File: src/rtl/imem_loader_if.sv
// Byte-stream handshake and instruction-memory write bus for imem_loader.
// master: stream source / memory side; slave: the loader.
interface imem_loader_if;
  logic        byte_valid;
  logic [7:0]  byte_data;
  logic        byte_ready;
  logic        wr_en;
  logic [31:0] wr_addr;
  logic [31:0] wr_data;

  modport master (output byte_valid, byte_data,
                  input  byte_ready, wr_en, wr_addr, wr_data);
  modport slave  (input  byte_valid, byte_data,
                  output byte_ready, wr_en, wr_addr, wr_data);
endinterface

File: src/rtl/imem_loader.sv
// Instruction-memory loader: header byte N, then 4N little-endian data bytes -> N word writes.
// Optional trailing XOR checksum byte when IMEM_LOADER_CHECKSUM_EN is defined.
module imem_loader #(
  parameter int unsigned DEPTH     = 64,
  parameter logic [31:0] BASE_ADDR = 32'h0000_0000
) (
  input  logic         clk,
  input  logic         rst_n,
  input  logic         start,
  imem_loader_if.slave bus,
  output logic         cpu_rst_n,
  output logic         busy,
  output logic         done,
  output logic         err,
  output logic [7:0]   word_count
);

`ifdef IMEM_LOADER_CHECKSUM_EN
  typedef enum logic [2:0] {IDLE, HDR, DATA, WRITE, CHK, DONE, ERR} state_t;
  localparam state_t LAST_NEXT = CHK;
  logic [7:0] csum;
`else
  typedef enum logic [2:0] {IDLE, HDR, DATA, WRITE, DONE, ERR} state_t;
  localparam state_t LAST_NEXT = DONE;
`endif

  state_t      state, state_d;
  logic [7:0]  nwords;
  logic [1:0]  bidx;
  logic [23:0] asm_q;
  logic        accept, hdr_bad, idle_like;
  logic        ready_d, busy_d, done_d, err_d, wr_en_d;

  assign accept    = bus.byte_valid && bus.byte_ready;
  assign hdr_bad   = (bus.byte_data == 8'h00) || ({24'h0, bus.byte_data} > DEPTH);
  assign idle_like = (state == IDLE) || (state == DONE) || (state == ERR);

  always_ff @(posedge clk or negedge rst_n)
    if (!rst_n) state <= IDLE;
    else        state <= state_d;

  always_comb begin
    state_d = state;
    unique case (state)
      IDLE, DONE, ERR: if (start) state_d = HDR;
      HDR:   if (accept) state_d = hdr_bad ? ERR : DATA;
      DATA:  if (accept && bidx == 2'd3) state_d = WRITE;
      // word_count already includes the word being strobed
      WRITE: state_d = (word_count == nwords) ? LAST_NEXT : DATA;
`ifdef IMEM_LOADER_CHECKSUM_EN
      CHK:   if (accept) state_d = (bus.byte_data == csum) ? DONE : ERR;
`endif
      default: state_d = IDLE;
    endcase
  end

  // Outputs are registered, so they are decoded from the next state.
  always_comb begin
    busy_d  = !((state_d == IDLE) || (state_d == DONE) || (state_d == ERR));
    ready_d = busy_d && (state_d != WRITE);
    wr_en_d = (state_d == WRITE);
    done_d  = (state_d == DONE);
    err_d   = (state_d == ERR);
  end

  always_ff @(posedge clk or negedge rst_n) begin
    if (!rst_n) begin
      bus.byte_ready <= 1'b0;
      bus.wr_en      <= 1'b0;
      bus.wr_addr    <= BASE_ADDR;
      bus.wr_data    <= 32'h0;
      cpu_rst_n      <= 1'b0;
      busy           <= 1'b0;
      done           <= 1'b0;
      err            <= 1'b0;
      word_count     <= 8'h0;
      nwords         <= 8'h0;
      bidx           <= 2'd0;
      asm_q          <= 24'h0;
`ifdef IMEM_LOADER_CHECKSUM_EN
      csum           <= 8'h0;
`endif
    end else begin
      bus.byte_ready <= ready_d;
      bus.wr_en      <= wr_en_d;
      busy           <= busy_d;
      done           <= done_d;
      err            <= err_d;
      cpu_rst_n      <= done_d;
      if (idle_like && start) begin
        word_count <= 8'h0;
        bidx       <= 2'd0;
`ifdef IMEM_LOADER_CHECKSUM_EN
        csum       <= 8'h0;
`endif
      end
      if (state == HDR && accept) nwords <= bus.byte_data;
      if (state == DATA && accept) begin
        bidx <= bidx + 2'd1;
`ifdef IMEM_LOADER_CHECKSUM_EN
        csum <= csum ^ bus.byte_data;
`endif
        unique case (bidx)
          2'd0: asm_q[7:0]   <= bus.byte_data;
          2'd1: asm_q[15:8]  <= bus.byte_data;
          2'd2: asm_q[23:16] <= bus.byte_data;
          default: begin
            bus.wr_data <= {bus.byte_data, asm_q};
            bus.wr_addr <= BASE_ADDR + {22'h0, word_count, 2'b00};
            word_count  <= word_count + 8'd1;
          end
        endcase
      end
    end
  end

endmodule

File: src/flat_wrapper.sv
// flat-port wrapper written by rule: the top's interface ports become plain ports
module imem_loader_flat 
#(
  parameter int unsigned DEPTH     = 64,
  parameter logic [31:0] BASE_ADDR = 32'h0000_0000
)
  (clk, rst_n, start, cpu_rst_n, busy, done, err, word_count, bus_byte_valid, bus_byte_data, bus_byte_ready, bus_wr_en, bus_wr_addr, bus_wr_data);
  imem_loader_if bus_i ();
  input  logic clk;
  input  logic rst_n;
  input  logic start;
  output logic cpu_rst_n;
  output logic busy;
  output logic done;
  output logic err;
  output logic [7:0] word_count;
  input wire logic [$bits(bus_i.byte_valid)-1:0] bus_byte_valid;
  input wire logic [$bits(bus_i.byte_data)-1:0] bus_byte_data;
  output wire logic [$bits(bus_i.byte_ready)-1:0] bus_byte_ready;
  output wire logic [$bits(bus_i.wr_en)-1:0] bus_wr_en;
  output wire logic [$bits(bus_i.wr_addr)-1:0] bus_wr_addr;
  output wire logic [$bits(bus_i.wr_data)-1:0] bus_wr_data;
  assign bus_i.byte_valid = bus_byte_valid;
  assign bus_i.byte_data = bus_byte_data;
  assign bus_byte_ready = bus_i.byte_ready;
  assign bus_wr_en = bus_i.wr_en;
  assign bus_wr_addr = bus_i.wr_addr;
  assign bus_wr_data = bus_i.wr_data;
  imem_loader #(.DEPTH(DEPTH), .BASE_ADDR(BASE_ADDR)) u_core (.clk(clk), .rst_n(rst_n), .start(start), .bus(bus_i), .cpu_rst_n(cpu_rst_n), .busy(busy), .done(done), .err(err), .word_count(word_count));
endmodule
File: config.mk
export PLATFORM = sky130hd
export DESIGN_NAME = imem_loader_flat
export DESIGN_NICKNAME = d
export VERILOG_FILES = /design/src/rtl/imem_loader_if.sv /design/src/rtl/imem_loader.sv /design/src/flat_wrapper.sv
export SDC_FILE = /design/constraint.sdc
export NUM_CORES = 1
export LEC_CHECK = 0
export ABC_AREA = 1
export BUFFER_PORTS_ARGS = -buffer_cell sky130_fd_sc_hd__buf_4
export CAP_MARGIN = 20
export CORE_MARGIN = 2
export CORE_UTILIZATION = 41
export CTS_BUF_LIST = sky130_fd_sc_hd__clkbuf_4
export CTS_CLUSTER_DIAMETER = 100
export DETAILED_ROUTE_END_ITERATION = 8
export PLACE_DENSITY = 0.66
export SKIP_LAST_GASP = 1
export SLEW_MARGIN = 20
export SYNTH_ARGS = -nofsm -noshare
export SYNTH_HDL_FRONTEND = slang
export SYNTH_SLANG_ARGS = --single-unit
File: constraint.sdc
create_clock -name clk -period 1.4 [get_ports clk]
set_input_delay 0.07 -clock clk [delete_from_list [all_inputs] [get_ports clk]]
set_output_delay 0.07 -clock clk [all_outputs]
set_load 0.05 [all_outputs]
# Word level (Yosys, flattened, before mapping)
# Index checks and enable logic that the tools add are counted.
# classes
n_bitwise	1
n_addsub	2
n_eq_ne	13
mux	11
reduce_logical	23
n_lt_le_gt_ge	1
# op_table
operator	count
$mux 8	3
$mux 3	5
$eq 3x3->1 const B	4
$pmux 3 s4	1
$eq 3x2->1 const B	3
$add 8x1->8 const B	1
$eq 8x8->1	1
$gt 8x7->1 const B	1
$logic_not 8->1	1
$reduce_and 2->1	4
$logic_and 1x1->1	6
$logic_not 3->1	2
$reduce_or 3->1	2
$logic_or 1x1->1	5
$eq 2x2->1 const B	2
$mux 2	2
$eq 3x1->1 const B	1
$ne 3x2->1 const B	1
$add 2x1->2 const B	1
$eq 2x1->1 const B	1
$logic_not 2->1	1
$reduce_bool 2->1	1
$logic_not 1->1	1
$not 1->1	1
# totals
register_bits	90
out_inout_bits	78
elab_cells	65
in_bits	12

# Longest topological paths before layout
# Gate-level depths: netlist of run 1.
# depth
word_depth	10
depth_mapped	12
ltp_nobuf	12

# Worst setup path before layout of run 1
# No wires, ideal clock.
# synth_timing
path_kind	register -> register
from	register u_core.bus.byte_ready
to	register u_core.bus.byte_ready
t_required_ns	1.277
synth_period_minus_slack_ns	1.704
slack_ns	-0.304
stages_incl_launch_ff	8
t_arrival_ns	1.581
setup_ns	0.123
n_path_buf	0
path_cell_list	dfrtp_1 -> nand2_1 -> nor3_4 -> nand2_1 -> nand3_1 -> nand2_1 -> nand2_1 -> nor2_1
# synth_between
elab_chain_cells	9
word_cells_on_any_way	13
classes_between	3 x eq/ne; 3 x mux; 7 x reduce/logical
# synth_lines
element	line	rtl
start: declaration	imem_loader_if.sv:14	output byte_ready, wr_en, wr_addr, wr_data);
start signal: assignment	imem_loader.sv:84	bus.byte_ready <= ready_d;
$logic_and 1x1->1 (*)	imem_loader.sv:34	assign accept = bus.byte_valid && bus.byte_ready;
$logic_and 1x1->1	imem_loader.sv:47	DATA: if (accept && bidx == 2'd3) state_d = WRITE;
$mux 3	imem_loader.sv:47	
$pmux 3 s4 (*)	imem_loader.sv:44	unique case (state)
via u_core.state_d[2]	imem_loader.sv:27	state_t state, state_d;
$eq 3x3->1 or $logic_not 3->1 (tied branches)	imem_loader.sv:59	busy_d = !((state_d == IDLE) || (state_d == DONE) || (state_d == ERR));
$logic_or 1x1->1 (2 in series)	imem_loader.sv:59	
$logic_not 1->1	imem_loader.sv:59	
$logic_and 1x1->1 (*)	imem_loader.sv:60	ready_d = busy_d && (state_d != WRITE);
via u_core.ready_d	imem_loader.sv:32	logic ready_d, busy_d, done_d, err_d, wr_en_d;
# The timed path passes the listed nets; every way through them passes the cells marked *.
# A chain may end at the register's enable or synchronous reset.

# Worst setup path after layout of run 1
# layout_timing
from	register u_core.state[2]
to	register u_core.word_count[4]
# layout_between
elab_chain_cells	7
word_cells_on_any_way	11
classes_between	3 x eq/ne; 3 x mux; 5 x reduce/logical
# layout_lines
element	line	rtl
start: declaration	imem_loader.sv:27	
start signal: assignment	imem_loader.sv:40	else state <= state_d;
$eq 3x3->1 or $logic_not 3->1 (tied branches)	imem_loader.sv:36	assign idle_like = (state == IDLE) || (state == DONE) || (state == ERR);
$logic_or 1x1->1 (2 in series)	imem_loader.sv:36	
$logic_and 1x1->1	imem_loader.sv:90	if (idle_like && start) begin
$mux 8	imem_loader.sv:90	
$mux 8	imem_loader.sv:103	unique case (bidx)
$mux 8 (*)	imem_loader.sv:98	if (state == DATA && accept) begin
end signal: assignment	imem_loader.sv:110	word_count <= word_count + 8'd1;
end: declaration	imem_loader.sv:15	output logic [7:0] word_count
# Every way passes the cells marked *; elsewhere a longest branch is shown, timed or not.

==> flow_summary.ini, run 1 <==
[finish]
regArea_mm2 = 0.002263
n_fill_cell = 928
multi_input_comb_area_mm2 = 0.001572
drive_above_1_share_pct = 31.23
area_growth_syn_to_fin_pct = 31.83
antennaDiodeCount = 0
post-route-cell-area_mm2 = 0.005338
final-instance-count-excl-fill = 735
layout.nets = 615

[place]
place.detailed.instances = 697
port_buffers = 65
dp_hpwl_mm = 6.453
place_congestion = 0.8078
placedInstanceArea_mm2 = 0.004865

[sta]
finalWorstPathRequiredPeriod_ns = 1.456
max_clock_freq_mhz = 687.0
report.final.slew_viol_count = 0
final.setup.tns_ns = -0.3191
hold_violations = 0
min_period_over_period_pct = 104.0
setup-violations-final = 19
rsz0062_at_grt = yes
worst_clock_skew_ns = 0.01637
setup_ws_ns = -0.05564

[run_status]
outcome = finished, violations left
violations = setup timing

[pwr]
max-vdd-ir-drop_v = 0.0008661
lkg_pwr_nw = 2.839
power_per_cell_area_mw_per_mm2 = 2120

[worst_setup_path]
cell_family_with_the_largest_share_of_critical_path_delay = simple AND/OR/NAND/NOR gates
r2r_path_start = u_core.state[2]$_DFF_PN0_
timing.critical_path.from = u_core.state[2]$_DFF_PN0_
critical_path.cell_chain = nor2_4 -> nand4_4 -> nor2_4 -> nand2_1 -> nor2_1 -> nand2_1 -> nor2_1 -> a21oi_1
path_max_fanout = 5
critPathBufInv = 0
worst-endpoint-arrival_ns = 1.81
timing.setup.critical_path_class = register to register
worst_setup_path_start_kind = register
worst_path_largest_cell_delay_ns = 0.45
worst_ep_required_time_ns = 1.76
endpoint_kind = register
critPathSlowestCell = dfrtp_1
r2r_cells = 8
crit_path_depth = 8

[drt]
dr.pass1.iters = 4
residual_antenna_violating_net_count_after_detailed_routing = 0
routed_wl_mm = 9.104
detail_route.wl_per_cell_um = 12.39
drcViolationCount = 0
drt_first_iter_violations = 124
route.vias.total = 3296
drt-vias-per-instance = 4.484

[floorplanning]
row_count = 36
design.die.area_mm2 = 0.01069
start_util_pct = 41.81
chipWidth_um = 103.4
coreArea_mm2 = 0.009684
design.portCount = 90
y_dimension_of_the_die_um = 103.4

[flow_run]
max_cap_viol_count = 0

[clock_tree]
insertion_delay_ns = 0.46
tritoncts = yes
cts.sinks = 90
htree_num_levels = 3
clock_root_buffer_master = clkbuf_4
cts.clk_slew.worst_paths_ns = 0.15
cts-root-to-sink-buffers = 2
cts_made_buffers = 9

[grt]
grt.total_usage_pct = 18.20
grt_pass1_wl_mm = 14.86
via_count_of_the_first_global_routing_pass = 3123
grt_antenna_before_repair = 0
grt_overflow_total = 0
grt_start_max_net_pins = 53

[yosys]
syn_area_per_cell_um2 = 8.488
ys_ff_latch = 90
yosys_warnings = 0
synth_async_sr_flop_share_pct = 100.0
synth_cell_type_count = 29
synth_ff_type = dfrtp_1
sequential_share_of_the_synthesized_area_pct = 55.62
syn_inst = 477
syn-cell-area_mm2 = 0.004049
number_of_enable_type_register_cells_in_the_synthesized_netlist = 0

[min_path]
hold_class = input pin to register
holdCritStartpoint = bus_byte_valid
hold_depth = 5
-- cell families after synthesis --
| family | after synthesis | share of synthesized area (%) |
|---|---|---|
| compound gates | 60 | 7.571 |
| xor+xnor | 1 | 0.2164 |
| fa+ha+maj | 6 | 1.854 |
| buf+inv | 85 | 11.00 |
| flops | 90 | 55.62 |
| other cells | 1 | 0.09262 |
| simple gates | 234 | 23.64 |
-- worst register-to-register path, cell delays in order, from the launching register on --
cell and delay [ns]:
dfrtp_1 0.45, nor2_4 0.15, nand4_4 0.11, nor2_4 0.20, nand2_1 0.10, nor2_1 0.13, nand2_1 0.09, nor2_1 0.09
a21oi_1 0.05
-- state kept, by name, indices dropped and copies added, names as in the netlist --
register / flops
u_core.bus.wr_addr: 8
u_core.busy: 1
u_core.cpu_rst_n: 1
u_core.err: 1
u_core.state: 3
u_core.bus.wr_data: 32
u_core.bus.byte_ready: 1
u_core.nwords: 8
u_core.asm_q: 24
u_core.bus.wr_en: 1
u_core.word_count: 8
u_core.bidx: 2
-- power by group --
group | total, W | switching, W | leakage (nW) | internal [W]
Combinational | 0.00566 | 0.00378 | 1.64 | 0.00188
Clock | 0.00138 | 0.000983 | 0.0668 | 0.000399
Sequential | 0.00428 | 0.000673 | 1.13 | 0.00360
-- per-layer routing --
layer	up-vias	GRT usage [%]	part of all wire (%)	wire (um)
met3	6	4.099	3.8	344
met4	0	5.567	1.0	91
met5	-	0	0	0
li1	1670	-	-	-
met2	64	30.87	51	4602
met1	1556	23.30	45	4065
-- path summary, 6_finish.rpt --
kind                                                      endpoint  slack (ns)
worst min-delay path                u_core.word_count[2]$_DFF_PN0_        0.08
worst min register to register   u_core.bus.wr_data[6]$_DFFE_PN0P_        0.49
min in group asynchronous       u_core.bus.wr_data[24]$_DFFE_PN0P_        0.12
max in group asynchronous       u_core.bus.wr_data[13]$_DFFE_PN0P_        0.86
worst max-delay path                u_core.word_count[4]$_DFF_PN0_       -0.06
worst max register to register      u_core.word_count[4]$_DFF_PN0_       -0.06
-- through the flow --
step / worst slack (ns) / hold WS (ns) / util, % / total power, W
2_1_floorplan: -0.0003088 / -0.2256 / - / 0.007923
3_3_place_gp: -0.03394 / 0.08694 / 50.23 / 0.009486
3_5_place_dp: -0.1272 / 0.08392 / 50.23 / 0.009627
4_1_cts: -0.02821 / 0.04760 / 53.14 / 0.01110
5_1_grt: -0.1512 / 0.05978 / 55.12 / 0.01210
6_report: -0.05564 / 0.08221 / 55.12 / 0.01131
-- repair_timing --
item,4_1_cts,5_1_grt
hold endpoints to repair,103,0
gates resized for setup,14,45
pin swaps,2,15
hold buffers,10,0
cloned,0,1
buffers inserted,3,8
endpoints found under the setup margin,47,79
-- cell usage after synthesis, types with 2 or more instances --
cell type	instances	area [um2]
nand2_1	193	724.4
dfrtp_1	90	2252
o21ai_0	46	230.2
inv_1	44	165.2
buf_4	28	210.2
nor2_1	22	82.58
o21ai_1	9	45.04
nand3_1	7	35.03
ha_1	6	75.07
buf_2	5	25.02
clkbuf_1	3	11.26
inv_2	3	11.26
a21oi_1	2	10.01
buf_6	2	22.52
nor2_4	2	22.52
nor3_1	2	10.01
-- cells in the final DEF (no fill, tap or decap), types with 4 or more instances in the layout --
cell type and n:
nand2_1 183, buf_4 109, dfrtp_1 81, inv_1 35, o21ai_0 33, conb_1 24
o21ai_1 18, nor2_1 15, dlygate4sd3_1 10, inv_2 9, clkbuf_4 9, dfrtp_2 9
nand2_2 8, nor2_2 6, nand3_2 4, o21ai_2 4, ha_1 4
-- cell type report --
type / instances / share of cell area, %
clock buffer: 9 / 1.266
clock inverter: 7 / 1.125
inverter: 47 / 3.633
multi-input combinational: 325 / 29.44
sequential: 90 / 42.41
tap: 133 / 3.118
timing repair buffer: 124 / 19.01
Note: power is estimated with default switching activity, not from simulation.
==> inputs of run 2 (changes only) <==
--- a/config.mk
+++ b/config.mk
@@ -9,11 +9,10 @@
 export BUFFER_PORTS_ARGS = -buffer_cell sky130_fd_sc_hd__buf_4
 export CAP_MARGIN = 20
 export CORE_MARGIN = 2
-export CORE_UTILIZATION = 41
+export CORE_UTILIZATION = 30
 export CTS_BUF_LIST = sky130_fd_sc_hd__clkbuf_4
 export CTS_CLUSTER_DIAMETER = 100
 export DETAILED_ROUTE_END_ITERATION = 8
-export PLACE_DENSITY = 0.66
 export SKIP_LAST_GASP = 1
 export SLEW_MARGIN = 20
 export SYNTH_ARGS = -nofsm -noshare
==> constraint.sdc (replaced) <==
create_clock -name clk -period 1.4 [get_ports clk]
set_input_delay 0.28 -clock clk [delete_from_list [all_inputs] [get_ports clk]]
set_output_delay 0.28 -clock clk [all_outputs]
set_load 0.05 [all_outputs]
==> flow_summary.ini, run 2 (synthesis gave the netlist of run 1 again) <==
[worst_setup_path]
critPathSlowestCell = dfrtp_1
timing.setup.critical_path_class = register to register
worst_ep_required_time_ns = 1.77
critical_path.cell_chain = nor2_4 -> nand4_4 -> nor2_4 -> buf_6 -> inv_8 -> bufbuf_16 -> nand2_1 -> nand2_1
endpoint_kind = register
critPathBufInv = 3
cell_family_with_the_largest_share_of_critical_path_delay = simple AND/OR/NAND/NOR gates
reg2reg_setup_slack_ns = -0.17
worst_setup_path_start_kind = register
worst-endpoint-arrival_ns = 1.94
worst_path_largest_cell_delay_ns = 0.45
path_max_fanout = 9

[drt]
residual_antenna_violating_net_count_after_detailed_routing = 0
dr.pass1.iters = 4
drt-vias-per-instance = 4.371
route.vias.total = 3536
detail_route.wl_per_cell_um = 13.51
drt_first_iter_violations = 173
routed_wl_mm = 10.93
drcViolationCount = 0

[grt]
grt.total_usage_pct = 15.08
grt_pass1_wl_mm = 17.01
grt_overflow_total = 0
grt_start_max_net_pins = 37
via_count_of_the_first_global_routing_pass = 3350
grt_antenna_before_repair = 0

[pwr]
power.internal_w = 0.007223
max-vdd-ir-drop_v = 0.001104
lkg_pwr_nw = 3.141
power.sequential.fraction_pct = 32.8
power_switching_w = 0.006071
pwr-share-clk_pct = 11.7
power.share.combinational_pct = 55.5
power_switching_share_pct = 45.67
power_per_cell_area_mw_per_mm2 = 2175

[run_status]
outcome = finished, violations left
violations = setup timing

[place]
dp_hpwl_mm = 7.173
place_worst_setup_slack_ns = -0.1251
port_buffers = 65
place_congestion = 0.8204
place.detailed.instances = 747

[finish]
regArea_mm2 = 0.002263
n_fill_cell = 1265
largest_register_ffs = 32
layout.cells.most_common = nand2_1
final-instance-count-excl-fill = 809
area_growth_syn_to_fin_pct = 50.96
multi_input_comb_area_mm2 = 0.001703
layout.nets = 646
layout_common_cells = nand2_1 (169), dfrtp_1 (81), buf_4 (79), buf_6 (58), inv_1 (35)
largest-register = u_core.bus.wr_data
reg.largest.list = u_core.bus.wr_data x32, u_core.asm_q x24
drive_above_1_share_pct = 39.49
antennaDiodeCount = 0

[floorplanning]
row_count = 42
design.die.area_mm2 = 0.01444
design.portCount = 90
start_util_pct = 30.70
chipWidth_um = 120.2
y_dimension_of_the_die_um = 120.2
coreArea_mm2 = 0.01319

[clock_tree]
htree_num_levels = 3
cts.sinks = 90
insertion_delay_ns = 0.47
tritoncts = yes
cts_made_buffers = 9
cts.clk_slew.worst_paths_ns = 0.15
clock_root_buffer_master = clkbuf_4
cts-root-to-sink-buffers = 2

[sta]
setup_ws_ns = -0.1666
hold_violations = 0
finalWorstPathRequiredPeriod_ns = 1.567
max_clock_freq_mhz = 638.3
setup-violations-final = 72
final.setup.tns_ns = -4.880
worst_clock_skew_ns = 0.01750
report.final.slew_viol_count = 0
rsz0062_at_grt = yes
min_period_over_period_pct = 111.9

[flow_run]
max_cap_viol_count = 0

[min_path]
hold_class = input pin to register
[run 2: metrics by stage]
step | cell area, um2 | power [W] | utilization (%) | hold WS (ns)
2_1_floorplan | 4164 | 0.007923 | - | -0.01559
3_3_place_gp | 4984 | 0.009599 | 37.78 | 0.2160
3_5_place_dp | 4984 | 0.009743 | 37.78 | 0.2162
4_1_cts | 5569 | 0.01211 | 42.22 | 0.004668
5_1_grt | 6112 | 0.01413 | 46.34 | 0.03387
6_report | 6112 | 0.01329 | 46.34 | 0.05117
[run 2: what timing repair did]
item,4_1_cts,5_1_grt
pin swaps,10,26
endpoints found under the hold margin,23,0
setup buffers,20,24
gates resized for setup,55,119
cloned,3,4
setup endpoints to repair,71,128
hold buffers,1,0
[run 2: area by class of cell]
cell class,count,share of cell area (%)
Timing Repair Buffer,153,25.67
Sequential cell,90,37.03
Multi-Input combinational cell,327,27.86
Clock inverter,7,1.351
Inverter,47,3.378
Tap cell,176,3.603
Clock buffer,9,1.105
[run 2: final timing paths]
| check | start | to | depth (start not counted) |
|---|---|---|---|
| hold reg to reg | u_core.bus.wr_data[3]$_DFFE_PN0P_ | u_core.bus.wr_data[3]$_DFFE_PN0P_ | 2 |
| setup reg to reg | u_core.state[2]$_DFF_PN0_ | u_core.bus.wr_data[22]$_DFFE_PN0P_ | 8 |
| min in group asynchronous | rst_n | u_core.bus.wr_data[15]$_DFFE_PN0P_ | 2 |
| setup / recovery | u_core.state[2]$_DFF_PN0_ | u_core.bus.wr_data[22]$_DFFE_PN0P_ | 8 |
| max in group asynchronous | rst_n | u_core.word_count[7]$_DFF_PN0_ | 3 |
| hold / removal | bus_byte_data[4] | u_core.nwords[4]$_DFFE_PN0P_ | 3 |
[run 2: worst register-to-register path, cell delays in order, from the launching register on]
cell	delay, ns
dfrtp_1	0.45
nor2_4	0.16
nand4_4	0.11
nor2_4	0.18
buf_6	0.14
inv_8	0.06
bufbuf_16	0.27
nand2_1	0.06
nand2_1	0.05
[run 2: metal layers]
layer	vias up	global-route usage (%)	share of wire [%]
met4	0	4.853	0.88
met2	87	24.93	50
li1	1733	-	-
met5	-	0	0
met1	1709	19.61	45
met3	7	3.491	3.8
[run 2: power by group through the flow]
stage	Sequential [W]	Clock (W)	Combinational [W]
after floorplan	0.00603	0	0.00190
after global placement	0.00430	0	0.00530
after detailed placement	0.00433	0	0.00541
after CTS	0.00426	0.00163	0.00622
after global routing	0.00447	0.00173	0.00793
final	0.00436	0.00156	0.00738
==> inputs of run 3 (changes only) <==
--- a/config.mk
+++ b/config.mk
@@ -9,10 +9,11 @@
 export BUFFER_PORTS_ARGS = -buffer_cell sky130_fd_sc_hd__buf_4
 export CAP_MARGIN = 20
 export CORE_MARGIN = 2
-export CORE_UTILIZATION = 30
-export CTS_BUF_LIST = sky130_fd_sc_hd__clkbuf_4
+export CORE_UTILIZATION = 51
+export CTS_BUF_LIST = sky130_fd_sc_hd__clkbuf_8
 export CTS_CLUSTER_DIAMETER = 100
 export DETAILED_ROUTE_END_ITERATION = 8
+export PLACE_DENSITY = 0.79
 export SKIP_LAST_GASP = 1
 export SLEW_MARGIN = 20
 export SYNTH_ARGS = -nofsm -noshare
==> flow_summary.ini, run 3 (synthesis gave the netlist of run 1 again) <==
[finish]
largest-register = u_core.bus.wr_data
layout.nets = 607
reg.largest.list = u_core.bus.wr_data x32, u_core.asm_q x24
largest_register_ffs = 32
drive_above_1_share_pct = 29.80
n_fill_cell = 582
final-instance-count-excl-fill = 696
antennaDiodeCount = 0
layout_common_cells = nand2_1 (182), buf_4 (107), dfrtp_1 (81), inv_1 (39), o21ai_0 (33)
area_growth_syn_to_fin_pct = 30.04
fin_util_pct = 68.13
layout.cells.most_common = nand2_1

[clock_tree]
tritoncts = yes
insertion_delay_ns = 0.37
cts_made_buffers = 9
htree_num_levels = 3
clock_root_buffer_master = clkbuf_8
cts.clk_slew.worst_paths_ns = 0.10
cts-root-to-sink-buffers = 2
cts.sinks = 90

[sta]
min_period_over_period_pct = 104.2
finalWorstPathRequiredPeriod_ns = 1.459
final.setup.tns_ns = -0.4123
report.final.slew_viol_count = 0
setup-violations-final = 21
hold_violations = 0
fin_worst_hold_slack_ns = 0.1256
max_clock_freq_mhz = 685.3
rsz0062_at_grt = yes
worst_clock_skew_ns = 0.009824
setup_ws_ns = -0.05915

[pwr]
power_w = 0.01169
lkg_pwr_nw = 2.831
power.share.combinational_pct = 48.4
power.sequential.fraction_pct = 36.7
pwr-share-clk_pct = 14.9
power_switching_w = 0.005542
max-vdd-ir-drop_v = 0.001023
power_switching_share_pct = 47.41
power.internal_w = 0.006148
power_per_cell_area_mw_per_mm2 = 2220

[drt]
drt-vias-per-instance = 4.885
route.vias.total = 3400
drt_first_iter_violations = 178
detail_route.wl_per_cell_um = 13.53
routed_wl_mm = 9.415
drcViolationCount = 0
dr.pass1.iters = 4
residual_antenna_violating_net_count_after_detailed_routing = 0

[floorplanning]
design.portCount = 90
design.die.area_mm2 = 0.008668
y_dimension_of_the_die_um = 93.10
start_util_pct = 52.40
coreArea_mm2 = 0.007727
row_count = 32
chipWidth_um = 93.10

[grt]
grt_start_max_net_pins = 33
via_count_of_the_first_global_routing_pass = 3139
global_routing_met1_resource_utilization_pct = 31.17
grt_use_met3_pct = 5.077
grt.total_usage_pct = 22.18
grt_pass1_wl_mm = 15.01
gr-usage-met2_pct = 33.94
grt_antenna_before_repair = 0
globalRoute.busiestLayer = met2
grt_overflow_total = 0

[run_status]
outcome = finished, violations left
violations = setup timing

[min_path]
holdCritStartpoint = bus_byte_data[0]
hold_class = input pin to register

[worst_setup_path]
endpoint_kind = register
r2r_path_start = u_core.state[2]$_DFF_PN0_
timing.setup.critical_path_class = register to register
worst_ep_required_time_ns = 1.66
path_max_fanout = 5
worst-endpoint-arrival_ns = 1.72
worst_setup_path_start_kind = register
timing.critical_path.from = u_core.state[2]$_DFF_PN0_

[place]
place_congestion = 0.8574
dp_hpwl_mm = 6.471
port_buffers = 65
place.detailed.instances = 670

[flow_run]
max_cap_viol_count = 0
==> run 3: cell count changes in the layout (fill, tap and decap cells not counted), sizes merged <==
cell	delta
buf	-34
bufbuf	-1
bufinv	-1
clkbuf	-2
clkinv	+2
clkinvlp	-1
nand2	-2
==> run 3: what timing repair did <==
| item | 4_1_cts | 5_1_grt |
|---|---|---|
| endpoints found under the hold margin | 29 | 0 |
| gates resized for setup | 11 | 35 |
| hold buffers | 1 | 0 |
| endpoints found under the setup margin | 27 | 70 |
| pin swaps | 8 | 16 |
| buffers inserted | 4 | 7 |
==> run 3: cell type report <==
type / count / area, um2 / area share, %
flip-flops and latches: 90 / 2263 / 42.99
multi-input cells: 325 / 1531 / 29.09
repair buffers: 116 / 964.7 / 18.32
well taps: 102 / 127.6 / 2.424
inverters: 47 / 181.4 / 3.446
clock inverters: 7 / 72.57 / 1.378
clock buffers: 9 / 123.9 / 2.353
==> run 3: power groups by stage <==
stage	sequential, W	clock [W]	combinational (W)
global route	0.00439	0.00190	0.00612
floorplan	0.00603	0	0.00190
global placement	0.00427	0	0.00519
finish	0.00429	0.00175	0.00566
CTS	0.00428	0.00178	0.00542
detailed placement	0.00432	0	0.00532
==> run 3: final timing paths <==
check | to | slack, ns | cells after the start
max | u_core.word_count[0]$_DFF_PN0_ | -0.06 | 8
min | u_core.nwords[0]$_DFFE_PN0P_ | 0.13 | 3
max reg2reg | u_core.word_count[0]$_DFF_PN0_ | -0.06 | 8
min reg2reg | u_core.bus.wr_data[3]$_DFFE_PN0P_ | 0.48 | 2
max in group asynchronous | u_core.bus.byte_ready$_DFF_PN0_ | 0.52 | 3
min in group asynchronous | u_core.bus.wr_data[19]$_DFFE_PN0P_ | 0.40 | 2
==> run 3: routing by layer <==
layer | part of all wire (%) | routed length, um
met5 | 0 | 0
met2 | 48 | 4482
met1 | 45 | 4247
met3 | 5.1 | 478
met4 | 2.2 | 206
==> run 3: through the flow <==
step / worst slack [ns] / area (um2)
floorplan: -0.0003088 / 4164
global placement: -0.05179 / 4881
detailed placement: -0.1142 / 4881
CTS: -0.02115 / 5142
global route: -0.1514 / 5265
finish: -0.05915 / 5265
==> run 3: critical path, stage by stage (launching register included) <==
cell	delay, ns
dfrtp_1	0.44
nor2_4	0.14
nand4_4	0.11
nor2_4	0.20
buf_4	0.14
buf_4	0.11
nand2_1	0.08
o21ai_1	0.09
inv_1	0.05
